## config.mk

```make
export PLATFORM = sky130hd
export DESIGN_NAME = padded_buffer_writer_flat
export DESIGN_NICKNAME = d
export VERILOG_FILES = /design/src/rtl/padded_buffer_writer_if.sv /design/src/rtl/padded_buffer_writer.sv /design/src/flat_wrapper.sv
export SDC_FILE = /design/constraint.sdc
export NUM_CORES = 1
export LEC_CHECK = 0
export BUFFER_PORTS_ARGS = -buffer_cell sky130_fd_sc_hd__buf_4
export CAP_MARGIN = 20
export CORE_MARGIN = 2
export CORE_UTILIZATION = 55
export CTS_CLUSTER_SIZE = 12
export DETAILED_ROUTE_END_ITERATION = 10
export GPL_TIMING_DRIVEN = 0
export HOLD_SLACK_MARGIN = 0.05
export PLACE_DENSITY = 0.77
export SETUP_SLACK_MARGIN = 0.3
export SLEW_MARGIN = 40
export SYNTH_ARGS = -nofsm -noshare
export SYNTH_HDL_FRONTEND = slang
export SYNTH_SLANG_ARGS = --single-unit
```

## constraint.sdc

```tcl
create_clock -name clk -period 6.75 [get_ports clk]
set_clock_uncertainty 0.1 [all_clocks]
set_input_delay 1.35 -clock clk [delete_from_list [all_inputs] [get_ports clk]]
set_output_delay 1.35 -clock clk [all_outputs]
set_load 0.1 [all_outputs]
```

## src/rtl/padded_buffer_writer_if.sv

```systemverilog
// -----------------------------------------------------------------------------
// padded_buffer_writer_if
// Bundles the result-stream handshake and the padded-buffer write port of
// padded_buffer_writer.
//   in_data / in_valid / in_ready : result stream, one value per beat.
//       A beat transfers on a rising clock edge where in_valid & in_ready
//       are both high. in_valid may rise or fall freely; in_ready depends
//       only on the writer's state, never on in_valid.
//   wr_data / wr_addr / is_padding / wr_en : buffer write port, registered.
// Modports:
//   master : the result producer (drives the stream, observes the write port)
//   slave  : the writer itself
// -----------------------------------------------------------------------------
interface padded_buffer_writer_if #(
  parameter int DATA_WIDTH = 8,
  parameter int ADDR_WIDTH = 8
);
  logic [DATA_WIDTH-1:0] in_data;
  logic                  in_valid;
  logic                  in_ready;
  logic [DATA_WIDTH-1:0] wr_data;
  logic [ADDR_WIDTH-1:0] wr_addr;
  logic                  is_padding;
  logic                  wr_en;

  modport master (
    output in_data, in_valid,
    input  in_ready, wr_data, wr_addr, is_padding, wr_en
  );

  modport slave (
    input  in_data, in_valid,
    output in_ready, wr_data, wr_addr, is_padding, wr_en
  );
endinterface

```

## src/rtl/padded_buffer_writer.sv

```systemverilog
// -----------------------------------------------------------------------------
// padded_buffer_writer
// Write-side controller for the zero-padded buffer feeding a 3x3 window reader.
// A frame is: zero every border cell (CLEAR), then place each incoming result
// value (raster pixel-major, channel-minor) at its padded address (STREAM),
// then pulse frame_done once the last write has committed.
// Ports:
//   clk        : clock, rising edge
//   rst_n      : asynchronous active-low reset
//   start      : begin a frame, sampled only in IDLE
//   bus        : stream handshake + buffer write port (slave modport)
//   busy       : high whenever the FSM is not in IDLE
//   frame_done : one-cycle pulse, the cycle after the final buffer write
//   dbg_state  : current FSM state (0 IDLE, 1 CLEAR, 2 STREAM, 3 DONE)
// Optional feature, macro PADDED_WRITER_CLEAR_ONCE_EN:
//   a sticky flag set at the end of the first CLEAR (cleared only by rst_n)
//   makes later starts skip CLEAR, since streaming never touches the border.
// -----------------------------------------------------------------------------
module padded_buffer_writer #(
  parameter int DATA_WIDTH   = 8,
  parameter int OUT_CHANNELS = 3,
  parameter int IN_WIDTH     = 5,
  parameter int IN_HEIGHT    = 5,
  parameter int PAD_WIDTH    = IN_WIDTH + 2,
  parameter int PAD_HEIGHT   = IN_HEIGHT + 2,
  parameter int DEPTH        = PAD_WIDTH * PAD_HEIGHT * OUT_CHANNELS
) (
  input  logic                   clk,
  input  logic                   rst_n,
  input  logic                   start,
  padded_buffer_writer_if.slave  bus,
  output logic                   busy,
  output logic                   frame_done,
  output logic [1:0]             dbg_state
);

  localparam int AW    = $clog2(DEPTH);
  localparam int CH_W  = (OUT_CHANNELS > 1) ? $clog2(OUT_CHANNELS) : 1;
  localparam int COL_W = $clog2(PAD_WIDTH);
  localparam int ROW_W = $clog2(PAD_HEIGHT);

  // Address of padded (1,1), channel 0: first interior cell.
  localparam logic [AW-1:0] START_ADDR = AW'((PAD_WIDTH + 1) * OUT_CHANNELS);
  // CLEAR, middle rows: from (r,0,last ch) to (r,PAD_WIDTH-1,0).
  localparam logic [AW-1:0] SIDE_JUMP  = AW'((PAD_WIDTH - 2) * OUT_CHANNELS + 1);
  // STREAM: from the last interior cell of a row to the first of the next,
  // skipping the right border of this row and the left border of the next.
  localparam logic [AW-1:0] ROW_JUMP   = AW'(2 * OUT_CHANNELS + 1);

  typedef enum logic [1:0] {
    S_IDLE   = 2'd0,
    S_CLEAR  = 2'd1,
    S_STREAM = 2'd2,
    S_DONE   = 2'd3
  } state_t;

  state_t                state_q;
  // Counters are shared: padded coordinates in CLEAR, interior ones in STREAM.
  logic [CH_W-1:0]       ch_q;
  logic [COL_W-1:0]      col_q;
  logic [ROW_W-1:0]      row_q;
  logic [AW-1:0]         addr_q;       // running address of the next write
  logic                  wr_en_q;
  logic                  is_padding_q;
  logic [DATA_WIDTH-1:0] wr_data_q;
  logic [AW-1:0]         wr_addr_q;
  logic                  frame_done_q;
  logic                  skip_clear;

`ifdef PADDED_WRITER_CLEAR_ONCE_EN
  logic cleared_q;
  assign skip_clear = cleared_q;
`else
  assign skip_clear = 1'b0;
`endif

  logic ch_last, clr_border_row, clr_last_col, clr_last_row;
  logic str_last_col, str_last_row;

  assign ch_last        = (ch_q == CH_W'(OUT_CHANNELS - 1));
  assign clr_last_col   = (col_q == COL_W'(PAD_WIDTH - 1));
  assign clr_last_row   = (row_q == ROW_W'(PAD_HEIGHT - 1));
  assign clr_border_row = (row_q == '0) || clr_last_row;
  assign str_last_col   = (col_q == COL_W'(IN_WIDTH - 1));
  assign str_last_row   = (row_q == ROW_W'(IN_HEIGHT - 1));

  always_ff @(posedge clk or negedge rst_n) begin
    if (!rst_n) begin
      state_q      <= S_IDLE;
      ch_q         <= '0;
      col_q        <= '0;
      row_q        <= '0;
      addr_q       <= '0;
      wr_en_q      <= 1'b0;
      is_padding_q <= 1'b0;
      wr_data_q    <= '0;
      wr_addr_q    <= '0;
      frame_done_q <= 1'b0;
`ifdef PADDED_WRITER_CLEAR_ONCE_EN
      cleared_q    <= 1'b0;
`endif
    end else begin
      wr_en_q      <= 1'b0;
      frame_done_q <= 1'b0;
      case (state_q)
        S_IDLE: begin
          if (start) begin
            ch_q  <= '0;
            col_q <= '0;
            row_q <= '0;
            if (skip_clear) begin
              state_q <= S_STREAM;
              addr_q  <= START_ADDR;
            end else begin
              state_q <= S_CLEAR;
              addr_q  <= '0;
            end
          end
        end

        S_CLEAR: begin
          wr_en_q      <= 1'b1;
          is_padding_q <= 1'b1;
          wr_data_q    <= '0;
          wr_addr_q    <= addr_q;
          if (!ch_last) begin
            ch_q   <= ch_q + CH_W'(1);
            addr_q <= addr_q + AW'(1);
          end else begin
            ch_q <= '0;
            if (clr_last_row && clr_last_col) begin
              // Bottom-right corner done: hand over to streaming.
              state_q <= S_STREAM;
              col_q   <= '0;
              row_q   <= '0;
              addr_q  <= START_ADDR;
`ifdef PADDED_WRITER_CLEAR_ONCE_EN
              cleared_q <= 1'b1;
`endif
            end else if (clr_last_col) begin
              col_q  <= '0;
              row_q  <= row_q + ROW_W'(1);
              addr_q <= addr_q + AW'(1);
            end else if (clr_border_row) begin
              col_q  <= col_q + COL_W'(1);
              addr_q <= addr_q + AW'(1);
            end else begin
              // Middle row: only the two side cells are border.
              col_q  <= COL_W'(PAD_WIDTH - 1);
              addr_q <= addr_q + SIDE_JUMP;
            end
          end
        end

        S_STREAM: begin
          if (bus.in_valid) begin
            wr_en_q      <= 1'b1;
            is_padding_q <= 1'b0;
            wr_data_q    <= bus.in_data;
            wr_addr_q    <= addr_q;
            if (!ch_last) begin
              ch_q   <= ch_q + CH_W'(1);
              addr_q <= addr_q + AW'(1);
            end else begin
              ch_q <= '0;
              if (!str_last_col) begin
                col_q  <= col_q + COL_W'(1);
                addr_q <= addr_q + AW'(1);
              end else begin
                col_q <= '0;
                if (str_last_row) begin
                  state_q <= S_DONE;
                  row_q   <= '0;
                  addr_q  <= '0;
                end else begin
                  row_q  <= row_q + ROW_W'(1);
                  addr_q <= addr_q + ROW_JUMP;
                end
              end
            end
          end
        end

        S_DONE: begin
          // The last write is on the port during this cycle; the pulse lands
          // on the next one, after it has committed.
          frame_done_q <= 1'b1;
          state_q      <= S_IDLE;
        end

        default: state_q <= S_IDLE;
      endcase
    end
  end

  assign bus.in_ready   = (state_q == S_STREAM);
  assign bus.wr_en      = wr_en_q;
  assign bus.is_padding = is_padding_q;
  assign bus.wr_data    = wr_data_q;
  assign bus.wr_addr    = wr_addr_q;
  assign busy           = (state_q != S_IDLE);
  assign frame_done     = frame_done_q;
  assign dbg_state      = state_q;

endmodule
```

## src/flat_wrapper.sv

```systemverilog
// flat-port wrapper written by rule: the top's interface ports become plain ports
module padded_buffer_writer_flat 
#(
  parameter int DATA_WIDTH   = 8,
  parameter int OUT_CHANNELS = 3,
  parameter int IN_WIDTH     = 5,
  parameter int IN_HEIGHT    = 5,
  parameter int PAD_WIDTH    = IN_WIDTH + 2,
  parameter int PAD_HEIGHT   = IN_HEIGHT + 2,
  parameter int DEPTH        = PAD_WIDTH * PAD_HEIGHT * OUT_CHANNELS
)
  (clk, rst_n, start, busy, frame_done, dbg_state, bus_in_data, bus_in_valid, bus_in_ready, bus_wr_data, bus_wr_addr, bus_is_padding, bus_wr_en);
  padded_buffer_writer_if #(.DATA_WIDTH(DATA_WIDTH)) bus_i ();
  input  logic clk;
  input  logic rst_n;
  input  logic start;
  output logic busy;
  output logic frame_done;
  output logic [1:0] dbg_state;
  input wire logic [$bits(bus_i.in_data)-1:0] bus_in_data;
  input wire logic [$bits(bus_i.in_valid)-1:0] bus_in_valid;
  output wire logic [$bits(bus_i.in_ready)-1:0] bus_in_ready;
  output wire logic [$bits(bus_i.wr_data)-1:0] bus_wr_data;
  output wire logic [$bits(bus_i.wr_addr)-1:0] bus_wr_addr;
  output wire logic [$bits(bus_i.is_padding)-1:0] bus_is_padding;
  output wire logic [$bits(bus_i.wr_en)-1:0] bus_wr_en;
  assign bus_i.in_data = bus_in_data;
  assign bus_i.in_valid = bus_in_valid;
  assign bus_in_ready = bus_i.in_ready;
  assign bus_wr_data = bus_i.wr_data;
  assign bus_wr_addr = bus_i.wr_addr;
  assign bus_is_padding = bus_i.is_padding;
  assign bus_wr_en = bus_i.wr_en;
  padded_buffer_writer #(.DATA_WIDTH(DATA_WIDTH), .OUT_CHANNELS(OUT_CHANNELS), .IN_WIDTH(IN_WIDTH), .IN_HEIGHT(IN_HEIGHT), .PAD_WIDTH(PAD_WIDTH), .PAD_HEIGHT(PAD_HEIGHT), .DEPTH(DEPTH)) u_core (.clk(clk), .rst_n(rst_n), .start(start), .bus(bus_i), .busy(busy), .frame_done(frame_done), .dbg_state(dbg_state));
endmodule
```

* After elaboration in Yosys (flattened, before gate mapping)
Cells that the tools add are included.
** Operators by class
- Add/subtract/negate cells :: 6
- Eq/ne operators :: 16
- Mux-type cells :: 48
- Reductions and logical operators :: 12
** Operators by type and width (count)
- 8-bit two-way mux :: 11
- 3-bit two-way mux :: 15
- 8-bit case mux with 2 select lines :: 2
- 8-bit case mux with 3 select lines :: 1
- 2-bit two-way mux :: 10
- 3-bit case mux with 3 select lines :: 2
- 7-bit AND reduction :: 2
- 3-bit equality test (second input constant) :: 4
- 2-bit by 1-bit != test with 1-bit output (second input constant) :: 5
- 8-bit by 1-bit adder with 8-bit output (second input constant) :: 1
- 8-bit by 3-bit adder with 8-bit output (second input constant) :: 1
- 8-bit by 5-bit adder with 8-bit output (second input constant) :: 1
- 2-bit case mux with 4 select lines :: 1
- 3-bit by 1-bit adder with 3-bit output (second input constant) :: 2
- 2-bit equality test (second input constant) :: 3
- 2-bit case mux with 3 select lines :: 1
- 5-bit AND reduction :: 1
- 2-bit != test (second input constant) :: 2
- 1-bit case mux with 2 select lines :: 2
- 2-bit nonzero test :: 2
- 3-bit zero test :: 1
- 1-bit two-way mux :: 3
- 3-bit by 1-bit != test with 1-bit output (second input constant) :: 1
- 3-bit AND reduction :: 1
- 7 further kinds :: 7
** Word-level totals
- Register bits :: 37
- Bits of input ports :: 12
- Output and inout port bits :: 23
- Logic and storage cells :: 92

* Depth between registers and ports, before layout
Gate-level depths: netlist (run 1).
- Depth in word-level cells :: 7
- Depth in mapped cells :: 9
- Gate-level depth less buffers :: 7

* Least setup slack after synthesis (run 1)
Ideal clock, no wire load.
- Path type :: flip-flop to flip-flop
- Start point :: register u_core.state_q[0], in the netlist u_core.dbg_state[0]
- End point :: register u_core.row_q[2]
- Setup time :: 0.076 ns
- Data arrival time :: 3.544 ns
- Data required time :: 6.574 ns
- Setup slack :: 3.030 ns
- Cell stages (with the launch flop) :: 10
- Path buffers :: 2
- Clock period less this slack :: 3.720 ns
- Cell sequence :: dfrtp_1 -> inv_1 -> ha_1 -> buf_6 -> nor2b_4 -> or3_1 -> buf_6 -> or3_4 -> or3b_4 -> o21ai_1
** Between the ends
- Cells in the longest elaborated chain, start to end :: 3
- Elaborated cells between the ends (all ways) :: 12
- Those cells by class :: 8 x eq/ne; 1 x mux; 3 x reduce/logical
** Ends and longest elaborated chain
- start, declared :: RTL line padded_buffer_writer.sv:57 : state_t state_q;
- start signal, assigned :: RTL line padded_buffer_writer.sv:89 : state_q <= S_IDLE;
- start signal, assigned :: RTL line padded_buffer_writer.sv:112 : state_q <= S_STREAM;
- start signal, assigned :: RTL line padded_buffer_writer.sv:115 : state_q <= S_CLEAR;
- 2-bit equality test (*)
- via bus_in_ready :: RTL line flat_wrapper.sv:22 : output wire logic [$bits(bus_i.in_ready)-1:0] bus_in_ready;
- 2-bit by 1-bit != test with 1-bit output (no source line), or another cell as far along
- 7-bit AND reduction (no source line)
- end signal, assigned :: RTL line padded_buffer_writer.sv:142 : row_q <= row_q + ROW_W'(1);
- end signal, assigned :: RTL line padded_buffer_writer.sv:176 : row_q <= row_q + ROW_W'(1);
- end, declared :: RTL line padded_buffer_writer.sv:61 : logic [ROW_W-1:0] row_q;
The timed path passes the listed nets; every way through them passes the cells marked *.
A chain may end at the register's enable or synchronous reset.

* Final worst setup path (run 1)
- Start point :: input port start
- End point :: register u_core.row_q[2]
** Between the ends
- Cells in the longest elaborated chain, start to end :: 2
** Ends and longest elaborated chain
- start, declared :: RTL line flat_wrapper.sv:16 : input logic start;
- 2-bit != test (no source line)
- 7-bit AND reduction (no source line)
Every way passes these cells.

==> results_dict.tcl, run 1 <==
set metrics [dict create \
    max_freq_ghz 0.352 \
    fp.dieH_um 69.4 \
    postRouteAntennaNets 0 \
    worst_slack_ps 3910 \
    r2r_end "u_core.row_q[2]" \
    die_w_um 69.4 \
    worstSetupStartpointType "input port" \
    drt_iter0_markers 185 \
    initial_core_util_pct 58.0 \
    cts_hold_buf 0 \
    worst_ep_required_time_ps 6870 \
    grt_pass1_vias 2019 \
    cts_tree "built" \
    ff2ff_setup_slack_ps 3960 \
    fin_setup_tns_ps 0 \
    postCtsSetupRepairBufs 0 \
    place_congestion 0.973 \
    dr.pass1.iters 5 \
    clockBufferDepth 2 \
    clk_pin_slew_ps 80 \
    portBuffers 34 \
    nets 320 \
    synth-main-ff-cell "dfrtp_1" \
    maxCapViolCount 0 \
    grt_pass1_wl_um 9530 \
    seq_area_frac_synth_pct 39.3 \
    yosysWarnings 0 \
    pin_count 35 \
    synth_top_cell_by_area "dfrtp_1" \
    syn_area_per_cell_um2 9.31 \
    core_mm2 0.00406 \
    relSlewSlack_pct 50.9 \
    syn_nets 279 \
    drive_above_1_share_pct 22.4 \
    cts_max_level 2 \
    async_flop_share_pct 100 \
    outcome "complete, no violations" \
    hold_path.class "flop to flop" \
    synthTopCellsByCount "37 x dfrtp_1, 23 x nand2_1, 14 x ha_1, 14 x inv_1, 14 x mux2_2" \
    startpoint "start" \
    worst_slew_pin_slew_ps 733 \
    dp_hpwl_um 4080 \
    hold_depth 2 \
    rr_startpoint "u_core.dbg_state[0]" \
    ys_seq_elements 37 \
    yosysMostFrequentCell "dfrtp_1" \
    design_area_mm2 0.00277 \
    clock-root-buffer "clkbuf_8" \
    finalSetupViolCount 0 \
    drv_slew 0 \
    diodes 0 \
    grt_use_total_pct 24.0 \
    critical_path_class "input port to flop" \
    viasPerCell 6.17 \
    synthCells 253 \
    period_minus_slack_ps 2840 \
    crit_end "u_core.row_q[2]" \
    vdd_ir_drop_max_v 0.000122 \
    synthXorXnorAreaFrac_pct 0.372 \
    synth_area_mm2 0.00235 \
    post-route-util_pct 68.1 \
    netlist_top_cells_area "dfrtp_1 39%, ha_1 7.4%, mux2_2 6.7%" \
    end_kind "flop" \
    synth_top_area_share_pct 39.3 \
    gr-total-overflow 0 \
    min_period_over_period_pct 42.1 \
    fillers 342 \
    placed_cell_area_mm2 0.00268 \
    rows 23 \
    cts-buffers-inserted 5 \
    finalHoldViolCount 0 \
    synth_top_family_by_area "simple AND/OR/NAND/NOR gates" \
    routed_wirelength_um 5560 \
    synthMuxAreaShare_pct 7.97 \
    synthAdderAreaFrac_pct 7.44 \
    regArea_um2 926 \
    post-place-ws_ps 3600 \
    synth_compound_area_share_pct 18.9 \
    rsz0062_at_grt "no" \
    ctsResizeCount 0 \
    clock_latency_ps 290 \
    worstRegToRegCells 8 \
    min_from "u_core.bus.wr_addr[1]" \
    wire_per_inst_um 16.1 \
    crit_path_max_fanout 10 \
    ys_types 50 \
    vias 2128 \
    areaGrowthSynthToFinish_pct 17.4 \
    multi_input_area_mm2 0.00131 \
    cp.arrival_ps 2960 \
    antenna_found_initial 0 \
    fp.dieArea_mm2 0.00482 \
    grt_max_degree 38 \
    power_density_mw_per_mm2 141 \
    synth_edf_count 0 \
    synth-simple-area-share_pct 20.9 \
    drcViolationCount 0 \
    leakage_nw 1.31 \
    clock_sinks 37 \
]
## through the flow
stage	hold WS, ps	cells	total power, mW
after detailed placement	372	337	0.240
after floorplan	371	253	0.230
after CTS	388	345	0.392
after global routing	431	345	0.404
after global placement	363	337	0.240
final	379	345	0.389
## where the power goes
group / leakage, nW / internal (mW) / switching [mW]
combinational: 0.826 / 0.00665 / 0.00680
sequential: 0.437 / 0.221 / 0
clock: 0.0439 / 0.0713 / 0.0826
## critical path: stages
cell     delay [ps]
buf_4            70
nor2b_1          70
or3_1           370
buf_6           150
or3_4           410
or3b_4          390
o21ai_1         140
## routing by layer
metal  global-route usage, %  wire length, µm
met4                    9.37              102
met2                    38.2             2650
met1                    32.7             2470
met5                       0                0
met3                    4.07              335
## worst min path at each step
stage                       endpoint  slack (ps)
2_1_floorplan        u_core.row_q[0]         370
3_3_place_gp   u_core.bus.wr_addr[1]         360
3_5_place_dp   u_core.bus.wr_addr[1]         370
4_1_cts        u_core.bus.wr_addr[1]         390
5_1_grt        u_core.bus.wr_addr[6]         430
6_report       u_core.bus.wr_addr[1]         380
## cells by family after synthesis
| logic type | count (synthesis) |
|---|---|
| and+or+nand+nor | 90 |
| AOI/OAI and AO/OA | 66 |
| DFF | 37 |
| buffers and inverters | 28 |
| muxes | 17 |
| adders and majority gates | 14 |
| xor gates and xnor gates | 1 |
## final cells by class
| type | count | share of cell area [%] |
|---|---|---|
| plain buffers | 14 | 2.49 |
| clock buffers | 5 | 2.49 |
| clock inverters | 3 | 0.633 |
| inverters | 14 | 1.90 |
| multi-input cells | 188 | 47.5 |
| flip-flops and latches | 37 | 33.5 |
| well taps | 50 | 2.26 |
| repair buffers | 34 | 9.23 |
## sequential cells by signal, indices dropped and copies added, names as in the netlist
name / flops
u_core.addr_q: 8
u_core.bus.wr_addr: 8
u_core.bus.wr_data: 8
u_core.col_q: 3
u_core.row_q: 3
u_core.ch_q: 2
u_core.dbg_state: 2
u_core.bus.is_padding: 1
u_core.bus.wr_en: 1
u_core.frame_done: 1
## placed cells by master (no fill, tap or decap), drive strengths merged, types with 3 or more instances in the layout
cell,count
o22ai,4
a31oi,3
or3,4
mux2i,3
a22oi,3
nand3,9
ha,14
a21oi,11
inv,14
nor2,13
o31ai,3
o21ai,15
clkbuf,16
nand2b,4
nand4,6
mux2,14
nand3b,3
o211ai,5
and3,5
nor3,7
nand2,23
dfrtp,37
nor2b,4
a22o,10
buf,37
Note: power is estimated with default switching activity, not from simulation.
==> inputs of run 2 (changes only) <==
CORE_UTILIZATION = 51   (was 55)
PLACE_DENSITY = 0.75   (was 0.77)
clock period = 2.6 ns   (was 6.75 ns; I/O delays follow)
==> run 2 against run 1 <==
Setup slack got worse by 3700 ps. Wire length increased by 4.2%. Largest cell class unchanged. Die area increased by 7.4%. Register-to-register slack got worse by 3800 ps. Total power increased to 2.6 times the previous value. Final cell count increased by 2.6%.
==> results_dict.tcl, run 2 (synthesis results as in run 1) <==
set metrics [dict create \
    min_period_over_period_pct 93.4 \
    drive_above_1_share_pct 29.1 \
    hold_path.class "input port to async pin" \
    end_kind "flop" \
    rsz0062_at_grt "yes" \
    leakage_nw 1.34 \
    critical_path_class "flop to flop" \
    p_sw_mw 0.223 \
    p_comb_share_pct 3.6 \
    worst_slack_ps 171 \
    grt_pass1_vias 1937 \
    viasPerCell 6.00 \
    fp.dieArea_mm2 0.00518 \
    dp_hpwl_um 4110 \
    finalHoldViolCount 0 \
    crit_buf_inv 2 \
    fillers 364 \
    cp.arrival_ps 2550 \
    vias 2125 \
    areaGrowthSynthToFinish_pct 22.9 \
    max_freq_ghz 0.412 \
    pin_count 35 \
    clockBufferDepth 2 \
    power_mw 1.00 \
    ff2ff_setup_slack_ps 170 \
    initial_core_util_pct 53.3 \
    drt_iter0_markers 188 \
    worstSetupStartpointType "flop" \
    cts_tree "built" \
    fin_setup_tns_ps 0 \
    outcome "complete, no violations" \
    cpPeakStageDelay_ps 510 \
    place_congestion 0.952 \
    clk_pin_slew_ps 80 \
    post-place-ws_ps -178 \
    portBuffers 34 \
    maxCapViolCount 0 \
    p_clk_share_pct 38.9 \
    drcViolationCount 0 \
    grt_util_met2_pct 35.7 \
    drv_slew 0 \
    dr.pass1.iters 5 \
    core_mm2 0.00441 \
    clock_sinks 37 \
    antenna_found_initial 0 \
    switching_share_pct 22.3 \
    worst_slew_pin_slew_ps 571 \
    clock_latency_ps 290 \
    post-route-util_pct 65.6 \
    fp.dieH_um 72.0 \
    power_density_mw_per_mm2 346 \
    clock-root-buffer "clkbuf_8" \
    whs_ps 84.3 \
    grt_pass1_wl_um 9690 \
    crit_path_max_fanout 8 \
    wire_per_inst_um 16.4 \
    grt_busiest_layer "met2" \
    regArea_um2 933 \
    finalSetupViolCount 0 \
    grtUsageMet1_pct 35.7 \
    layout_common_cells "41 x buf_4, 35 x dfrtp_1, 23 x nand2_1" \
    cts_max_level 2 \
    postRouteAntennaNets 0 \
    gr-total-overflow 0 \
    period_minus_slack_ps 2430 \
    diodes 0 \
    grt_max_degree 38 \
    relSlewSlack_pct 61.6 \
    multi_input_area_mm2 0.00138 \
    mostFrequentLayoutCell "buf_4" \
    vdd_ir_drop_max_v 0.000207 \
    p_int_mw 0.778 \
    grt_use_total_pct 24.0 \
    cp_cell_sequence "ha_4 > buf_8 > nor2b_4 > or3_4 > buf_6 > or3_4 > or3b_4 > o21ai_1" \
    routed_wirelength_um 5800 \
    cp_common_cell "or3_4" \
    die_w_um 72.0 \
    nets 327 \
    path_delay_family "simple AND/OR/NAND/NOR gates" \
    sequentialPowerShare_pct 57.4 \
    cts-buffers-inserted 5 \
    rows 24 \
    worst_ep_required_time_ps 2720 \
    met3_usage_pct 5.42 \
    critical-path-slowest-cell "dfrtp_4" \
]
-- run 2: changes by cell type in the layout (fill, tap and decap cells not counted), sizes merged --
cell / change
buf: +7
clkinvlp: -1
clkbuf: +1
-- run 2: timing repair --
action                                  in CTS  in global routing
gates resized for setup                      6                  7
cloned                                       0                  0
pin swaps                                    3                  2
hold buffers                                 0                  0
endpoints found under the setup margin       7                 19
buffers inserted                             5                  2
-- run 2: power groups by stage --
stage | clock, mW | sequential [mW] | combinational [mW]
3_5_place_dp | 0 | 0.586 | 0.0368
5_1_grt | 0.427 | 0.575 | 0.0407
2_1_floorplan | 0 | 0.587 | 0.0102
4_1_cts | 0.398 | 0.575 | 0.0368
6_report | 0.390 | 0.575 | 0.0362
3_3_place_gp | 0 | 0.586 | 0.0360
-- run 2: final timing paths --
check | start | endpoint | cells past startpoint
worst max-delay path | u_core.dbg_state[1] | u_core.row_q[1] | 8
max in group asynchronous | rst_n | u_core.dbg_state[1] | 1
worst min-delay path | rst_n | u_core.col_q[2] | 1
min in group clk | u_core.bus.wr_addr[0] | u_core.bus.wr_addr[0] | 2
worst max register to register | u_core.dbg_state[1] | u_core.row_q[1] | 8
worst min register to register | u_core.bus.wr_addr[0] | u_core.bus.wr_addr[0] | 2
-- run 2: per-stage QoR --
| step | instance area (µm²) | std cells |
|---|---|---|
| 2_1_floorplan | 2390 | 253 |
| 3_3_place_gp | 2710 | 339 |
| 3_5_place_dp | 2710 | 339 |
| 4_1_cts | 2850 | 352 |
| 5_1_grt | 2890 | 354 |
| 6_report | 2890 | 354 |
-- run 2: per-layer routing --
metal  vias up  wire, µm
li1       1021         -
met1      1039      2650
met2        59      2790
met3         6       281
met4         0        70
met5         -         0
-- run 2: final cells by class --
cell class              count  area share (%)
plain buffers              14            2.59
clock buffers               6            2.51
clock inverters             2           0.346
inverters                  14            1.90
multi-input cells         188            47.5
flip-flops and latches     37            32.3
well taps                  52            2.25
repair buffers             41            10.6
==> inputs of run 3 (changes only) <==
SETUP_SLACK_MARGIN = 0.1   (was 0.3)
==> run 3 against run 2 <==
Sequential power barely moved. First-iteration DRC count did not move. Register-to-register slack got worse by 50 ps. Total power rose by 13%. Largest cell class unchanged. Clock power rose by 35%. Critical path depth did not move. Design area rose by 1.2%. Critical path type unchanged. Utilization rose by 0.79 points. Global-route usage fell by 0.62 points. Via count rose by 1.8%. Fmax fell by 2.2%. Final cell count rose by 0.28%.
==> results_dict.tcl, run 3 (synthesis results as in run 1) <==
set metrics [dict create \
    outcome "complete, no violations" \
    wire_per_inst_um 16.8 \
    relSlewSlack_pct 57.7 \
    finalSetupViolCount 0 \
    sequentialPowerShare_pct 50.6 \
    p_clk_share_pct 46.2 \
    p_comb_share_pct 3.2 \
    cpPeakStageDelay_ps 520 \
    cts_hold_buf 0 \
    drcViolationCount 0 \
    routed_wirelength_um 5950 \
    diodes 0 \
    clockBufferDepth 2 \
    dr.pass1.iters 5 \
    clock_latency_ps 300 \
    vias 2164 \
    critical_path_class "flop to flop" \
    clk_pin_slew_ps 80 \
    hold_path.class "input port to async pin" \
    startpoint "u_core.dbg_state[1]" \
    worstSetupStartpointType "flop" \
    drv_slew 0 \
    postRouteAntennaNets 0 \
    die_w_um 72.0 \
    end_kind "flop" \
    rr_startpoint "u_core.dbg_state[1]" \
    cp_cell_sequence "ha_4 > buf_8 > nor2b_4 > or3_4 > buf_6 > or3_4 > or3b_4 > o21ai_1" \
    grt_use_total_pct 23.4 \
    fp.dieH_um 72.0 \
    worst_slack_ps 117 \
    crit_path_max_fanout 5 \
    maxCapViolCount 0 \
    place_congestion 0.957 \
    worst_ep_required_time_ps 2710 \
    cts-buffers-inserted 5 \
    regArea_um2 933 \
    drt_iter0_markers 188 \
    cp.arrival_ps 2600 \
    cts_max_level 2 \
    rows 24 \
    max_freq_ghz 0.403 \
    viasPerCell 6.10 \
    clock-root-buffer "clkbuf_8" \
    nets 328 \
    switching_share_pct 20.4 \
    portBuffers 34 \
    finalHoldViolCount 0 \
    worst_slew_pin_slew_ps 630 \
    initial_core_util_pct 53.3 \
    cp_common_cell "or3_4" \
    gr-total-overflow 0 \
    pin_count 35 \
    min_period_over_period_pct 95.5 \
    clock_sinks 37 \
    power_density_mw_per_mm2 388 \
    post-place-ws_ps -75.8 \
    layout_common_cells "41 x buf_4, 35 x dfrtp_1, 23 x nand2_1" \
    critical-path-slowest-cell "dfrtp_4" \
    fin_setup_tns_ps 0 \
    areaGrowthSynthToFinish_pct 24.4 \
    core_mm2 0.00441 \
    drive_above_1_share_pct 28.1 \
    cts_tree "built" \
    multi_input_area_mm2 0.00135 \
    grt_max_degree 38 \
    leakage_nw 1.36 \
    grt_pass1_wl_um 9560 \
    p_int_mw 0.904 \
    grt_pass1_vias 2051 \
    mostFrequentLayoutCell "buf_4" \
    vdd_ir_drop_max_v 0.000270 \
    period_minus_slack_ps 2480 \
    fp.dieArea_mm2 0.00518 \
    dp_hpwl_um 4120 \
    rsz0062_at_grt "yes" \
    fillers 355 \
    antenna_found_initial 0 \
    p_sw_mw 0.232 \
]
[run 3: critical path, delay by kind of cell, from the launching register on]
family	cells	cell delay (ps)
buf+inv	2	250
flops	1	520
simple gates	4	1200
compound gates	1	130
fa+ha+maj	1	180
[run 3: cell type report]
cell class / instances / area share (%)
Inverter: 14 / 1.88
Clock inverter: 2 / 1.28
Timing Repair Buffer: 42 / 11.4
Clock buffer: 6 / 2.82
Sequential cell: 37 / 31.9
Multi-Input combinational cell: 188 / 46.0
Tap cell: 52 / 2.22
Buffer: 14 / 2.52
[run 3: layer usage]
metal	global-route usage (%)	wire length (µm)
met5	0	0
met4	8.18	89
met3	4.17	333
met2	36.8	2880
met1	32.8	2650
[run 3: final timing paths]
path / slack, ps / depth (start not counted) / endpoint
worst max-delay path: 120 / 8 / u_core.row_q[1]
worst min register to register: 380 / 2 / u_core.bus.wr_addr[3]
min in group clk: 380 / 2 / u_core.bus.wr_addr[3]
max in group asynchronous: 1960 / 1 / u_core.dbg_state[1]
worst max register to register: 120 / 8 / u_core.row_q[1]
worst min-delay path: 80 / 1 / u_core.col_q[2]
[run 3: repair_timing]
item,in CTS,in global routing
pin swaps,3,4
resized for setup,2,9
gates cloned,0,1
endpoints found under the setup margin,3,11
endpoints found under the hold margin,0,0
buffers inserted,2,5
[run 3: through the flow]
stage | instances | total power, mW | instance area, µm² | hold slack, ps | utilization, %
final | 355 | 1.14 | 2930 | 78.5 | 66.4
after CTS | 349 | 1.15 | 2840 | 91.4 | 64.3
after global placement | 339 | 0.622 | 2700 | 364 | 61.1
after detailed placement | 339 | 0.623 | 2700 | 371 | 61.1
after global routing | 355 | 1.18 | 2930 | 110 | 66.4
after floorplan | 253 | 0.597 | 2380 | 124 | -
[run 3: power groups by stage]
stage | clock, mW | sequential, mW | combinational (mW)
after floorplan | 0 | 0.587 | 0.0102
after global placement | 0 | 0.586 | 0.0355
after detailed placement | 0 | 0.586 | 0.0365
after CTS | 0.534 | 0.575 | 0.0367
after global routing | 0.561 | 0.575 | 0.0403
final | 0.525 | 0.575 | 0.0361
